`src/rtl/mem_arb_pkg.sv`:
```
// Shared types and constants for the memory port arbiter.
package mem_arb_pkg;

    localparam int STARVE_W = 4;

    typedef enum logic [1:0] {
        OWNER_NONE = 2'd0,
        OWNER_F    = 2'd1,
        OWNER_D_RD = 2'd2,
        OWNER_D_WR = 2'd3
    } resp_owner_e;

endpackage

```
`src/rtl/mem_arb_starve_ctr.sv`:
```
// Fetch starvation tracker: raises force_fetch once data has won STARVE_MAX
// consecutive grants while fetch was waiting.
module mem_arb_starve_ctr
    import mem_arb_pkg::*;
#(
    parameter int STARVE_MAX = 4
) (
    input  logic clk,
    input  logic rst,
    input  logic f_req,
    input  logic f_gnt,
    input  logic d_gnt,
    output logic force_fetch
);

    localparam logic [STARVE_W-1:0] CREDIT_LOAD = STARVE_W'(STARVE_MAX);

    // Counts down the data grants fetch may still lose; zero is terminal count.
    logic [STARVE_W-1:0] credit_q;

    always_ff @(posedge clk or posedge rst) begin
        if (rst) begin
            credit_q <= CREDIT_LOAD;
        end else if (f_gnt || !f_req) begin
            credit_q <= CREDIT_LOAD;
        end else if (d_gnt && (credit_q != '0)) begin
            credit_q <= credit_q - 1'b1;
        end
    end

    assign force_fetch = f_req && (credit_q == '0);

endmodule

```
`src/rtl/mem_port_arbiter.sv`:
```
// Single-port memory arbiter between fetch and load/store, one grant per cycle,
// responses routed one cycle later. Optional perf counters under MEM_ARB_PERF_EN.
//
// owner_q    | meaning
// OWNER_NONE | no response due this cycle
// OWNER_F    | fetch read data on mem_data_i
// OWNER_D_RD | load data on mem_data_i
// OWNER_D_WR | store acknowledge, no data
module mem_port_arbiter
    import mem_arb_pkg::*;
#(
    parameter int AWIDTH     = 32,
    parameter int DWIDTH     = 32,
    parameter int STARVE_MAX = 4
) (
    input  logic              clk,
    input  logic              rst,
    input  logic              f_req_i,
    input  logic [AWIDTH-1:0] f_addr_i,
    output logic              f_gnt_o,
    output logic              f_rvalid_o,
    output logic [DWIDTH-1:0] f_rdata_o,
    input  logic              d_req_i,
    input  logic              d_we_i,
    input  logic [AWIDTH-1:0] d_addr_i,
    input  logic [DWIDTH-1:0] d_wdata_i,
    output logic              d_gnt_o,
    output logic              d_rvalid_o,
    output logic [DWIDTH-1:0] d_rdata_o,
    output logic [AWIDTH-1:0] mem_addr_o,
    output logic [DWIDTH-1:0] mem_data_o,
    output logic              mem_read_en_o,
    output logic              mem_write_en_o,
    input  logic [DWIDTH-1:0] mem_data_i
`ifdef MEM_ARB_PERF_EN
    ,
    output logic [31:0]       conflict_cnt_o,
    output logic [31:0]       starve_cnt_o
`endif
);

    logic              force_fetch;
    logic              f_win;
    logic              d_win;
    logic [AWIDTH-1:0] addr_q;
    logic [DWIDTH-1:0] wdata_q;
    logic [DWIDTH-1:0] f_rdata_q;
    logic [DWIDTH-1:0] d_rdata_q;
    resp_owner_e       owner_q;
    resp_owner_e       owner_d;

    mem_arb_starve_ctr #(
        .STARVE_MAX (STARVE_MAX)
    ) u_starve_ctr (
        .clk         (clk),
        .rst         (rst),
        .f_req       (f_req_i),
        .f_gnt       (f_win),
        .d_gnt       (d_win),
        .force_fetch (force_fetch)
    );

    assign f_win = f_req_i && (force_fetch || !d_req_i);
    assign d_win = d_req_i && !f_win;

    // Outputs are masked by reset directly so they clear asynchronously even
    // while requests stay high; flops see the unmasked decision.
    assign f_gnt_o        = f_win && !rst;
    assign d_gnt_o        = d_win && !rst;
    assign mem_read_en_o  = f_gnt_o || (d_gnt_o && !d_we_i);
    assign mem_write_en_o = d_gnt_o && d_we_i;
    assign mem_addr_o     = f_gnt_o ? f_addr_i : (d_gnt_o ? d_addr_i : addr_q);
    assign mem_data_o     = mem_write_en_o ? d_wdata_i : wdata_q;

    always_comb begin
        owner_d = OWNER_NONE;
        if (f_win) begin
            owner_d = OWNER_F;
        end else if (d_win) begin
            owner_d = d_we_i ? OWNER_D_WR : OWNER_D_RD;
        end
    end

    always_ff @(posedge clk or posedge rst) begin
        if (rst) begin
            owner_q <= OWNER_NONE;
            addr_q  <= '0;
            wdata_q <= '0;
        end else begin
            owner_q <= owner_d;
            if (f_win) begin
                addr_q <= f_addr_i;
            end else if (d_win) begin
                addr_q <= d_addr_i;
                if (d_we_i) begin
                    wdata_q <= d_wdata_i;
                end
            end
        end
    end

    assign f_rvalid_o = (owner_q == OWNER_F);
    assign d_rvalid_o = (owner_q == OWNER_D_RD) || (owner_q == OWNER_D_WR);
    assign f_rdata_o  = f_rvalid_o ? mem_data_i : f_rdata_q;

    always_comb begin
        d_rdata_o = d_rdata_q;
        if (owner_q == OWNER_D_RD) begin
            d_rdata_o = mem_data_i;
        end else if (owner_q == OWNER_D_WR) begin
            d_rdata_o = '0;
        end
    end

    always_ff @(posedge clk or posedge rst) begin
        if (rst) begin
            f_rdata_q <= '0;
            d_rdata_q <= '0;
        end else begin
            if (f_rvalid_o) begin
                f_rdata_q <= f_rdata_o;
            end
            if (d_rvalid_o) begin
                d_rdata_q <= d_rdata_o;
            end
        end
    end

`ifdef MEM_ARB_PERF_EN
    logic [31:0] conflict_q;
    logic [31:0] starve_q;

    always_ff @(posedge clk or posedge rst) begin
        if (rst) begin
            conflict_q <= '0;
            starve_q   <= '0;
        end else begin
            if (f_req_i && d_req_i) begin
                conflict_q <= conflict_q + 32'd1;
            end
            if (f_win && force_fetch) begin
                starve_q <= starve_q + 32'd1;
            end
        end
    end

    assign conflict_cnt_o = conflict_q;
    assign starve_cnt_o   = starve_q;
`endif

endmodule
```
`config.mk`:
```
export PLATFORM = sky130hd
export DESIGN_NAME = mem_port_arbiter
export DESIGN_NICKNAME = d
export VERILOG_FILES = /design/src/rtl/mem_arb_pkg.sv /design/src/rtl/mem_arb_starve_ctr.sv /design/src/rtl/mem_port_arbiter.sv
export SDC_FILE = /design/constraint.sdc
export NUM_CORES = 1
export LEC_CHECK = 0
export BUFFER_PORTS_ARGS = -buffer_cell sky130_fd_sc_hd__buf_4
export CAP_MARGIN = 10
export CORE_MARGIN = 4
export CORE_UTILIZATION = 50
export DETAILED_ROUTE_END_ITERATION = 12
export GPL_ROUTABILITY_DRIVEN = 0
export PLACE_DENSITY = 0.89
export SKIP_CTS_REPAIR_TIMING = 1
export SLEW_MARGIN = 20
export SYNTH_ARGS = -nofsm -noshare
export SYNTH_HDL_FRONTEND = slang
export SYNTH_SLANG_ARGS = --single-unit
export TNS_END_PERCENT = 100
```
`constraint.sdc`:
```
create_clock -name clk -period 11 [get_ports clk]
set_input_delay 1.65 -clock clk [delete_from_list [all_inputs] [get_ports clk]]
set_output_delay 1.65 -clock clk [all_outputs]
set_load 0.02 [all_outputs]
```
==> out/qor.yml <==
status: "finished, final reports clean"
grt_use_met1_pct: 31.4
antenna_found_initial: 1
drt_first_pass_iters: 4
path_clk_slew_ns: 0.05
setup_slack_ns: 5.71
ys_ff_latch: 134
start_util_pct: 51.2
design_area_sq_um: 9720
grt_use_met2_pct: 41.5
hold_depth: 1
fp.dieArea_sq_um: 16200
ys_types: 30
io_pins: 267
synth-main-ff-cell: "dfrtp_1"
drt_iter0_drc: 433
drtAntennaViolNets: 0
clock-sinks: 134
clk_latency_ns: 0.41
grt_max_degree: 90
ir_drop_v: 0.000110
path_delay_family: "buffers and inverters"
finalSetupTns_ns: 0
port_buffers: 266
netlist_area_sq_um: 7100
finalNetCount: 1044
hold_start: "u_starve_ctr.credit_q[0]"
async_flop_share_pct: 100
fin_worst_skew_ns: 0.00873
core_area_sq_um: 13900
synth_edf_count: 0
cp.required_ns: 9.35
worstSetupPathType: "primary input to output port"
max_slew_margin_pct: 29.2
crit_fanout: 89
syn2layout_area_growth_pct: 36.9
finalCriticalPeriod_ns: 5.29
syn_inst: 678
vias: 6320
hold_viol_final: 0
avgSynthCellArea_sq_um: 10.5
leakagePower_nw: 4.44
grt_overflow: 0
critPathLaunch: "rst"
cts_buffers: 17
die_y_microns: 127
gr-usage-met3_pct: 6.06
hp-class: "register to register"
r2r_setup_slack_ns: 8.65
r2r-start: "owner_q[1]"
crit_path_max_incr_delay_ns: 0.55
whs_ns: 0.470
power_density_nw_per_um2: 172
r2r-end: "f_rdata_q[14]"
finalCoreUtilization_pct: 70.0
r2r_cells: 3
rows: 43
htree_levels: 4
busiest_layer: "met2"
root_buffer: "clkbuf_16"
syn_nets: 813
clock_path_buffers: 2
synthAdderAreaFrac_pct: 0.352
drv_cap: 0
synth_xor_area_share_pct: 0.247
fmax_mhz: 189
period_share_pct: 48.0
ys_seq_area_share_pct: 47.2
die_w_microns: 127
place_area_sq_um: 9130
slew_viol_final: 0
endpoint_kind: "output port"
synthTopCellsByArea: "dfrtp_1, mux2_2, o21ai_0"
grt_usage_pct: 25.1
synth.top_cell.area_share_pct: 46.9
vias_per_cell: 5.73
synth_compound_area_share_pct: 17.8
synth.most_common_cell: "dfrtp_1"
power.total_mw: 1.67
grt_pass1_wl_mm: 32.7
place_ws_ns: 5.63
stdcell_count: 1103
ys_warn_count: 0
drt-total-wl_mm: 20.6
placed_cells: 1070
worst_ep_arrival_time_ns: 3.64
cp.depth: 6
cpMostUsedCell: "buf_4"
dp_hpwl_mm: 14.1
drive_above_1_share_pct: 47.7
wire_per_inst_microns: 18.7
path_cells: "buf_4 -> inv_6 -> nand4_1 -> buf_4 -> mux2_2 -> buf_4"
grt_pass1_vias: 6491
min_to: "u_starve_ctr.credit_q[0]"
cp.buffers_inverters: 4
synth_area_leader_cell: "dfrtp_1"
synth_top_family_by_area: "multiplexers"
tightest_slew_ns: 1.06
setup_viol: 0
muxShareOfSynthArea_pct: 20.4
yosys-top-cells-count: "dfrtp_1, mux2_2, o21ai_0"
cts_tree: "built"
rsz0062_at_grt: "false"
yosys.area_share.simple_pct: 7.89
crit_slowest_cell: "inv_6"
cp-start-kind: "primary input"
drc_errors: 0
## per-layer routing
layer	wire, microns	share of wire (%)
met5	0	0
met3	1680	8.2
met2	10200	49
met4	609	3.0
met1	8120	39
## cell families after synthesis
kind of cell    count (synthesis)
compound gates                195
flops                         134
mux                           129
simple gates                  116
buf+inv                       100
xor+xnor                        2
fa+ha+maj                       2
## worst max path at each step
stage | to | slack, ns
3_3_place_gp | mem_data_o[14] | 5.73
3_5_place_dp | mem_data_o[5] | 5.63
5_1_grt | mem_data_o[21] | 5.50
4_1_cts | mem_data_o[5] | 5.66
6_report | mem_data_o[5] | 5.71
2_1_floorplan | mem_data_o[10] | 3.55
## layout make-up
type                    instances  area (sq um)
repair buffers                275          2060
well taps                     180           225
fillers                      1028          4160
clock inverters                 8           123
multi-input cells             444          3350
clock buffers                  24           462
inverters                      37           144
flip-flops and latches        134          3360
diodes                          1          2.50
## sequential cells by signal (all words and copies together) (netlist names)
| signal | flops |
|---|---|
| f_rdata_q | 32 |
| u_starve_ctr.credit_q | 4 |
| d_rdata_q | 32 |
| wdata_q | 32 |
| owner_q | 2 |
| addr_q | 32 |
## placed cells by master, fill, tap and decap left out, types with 32 or more instances in the layout
cell	Yosys	routed
buf_4	0	275
dfrtp_1	133	132
mux2_2	127	127
o21ai_0	96	96
nand2_1	64	64
inv_1	37	36
a211oi_1	32	32
a31oi_1	32	32
and2_1	32	32
a221o_1	32	32
## power by group
group	internal, mW	switching [mW]	leakage, nW
logic	0.239	0.260	2.53
clock network	0.362	0.200	0.287
registers	0.567	0.0389	1.62
Power figures use the tool's default switching activity.
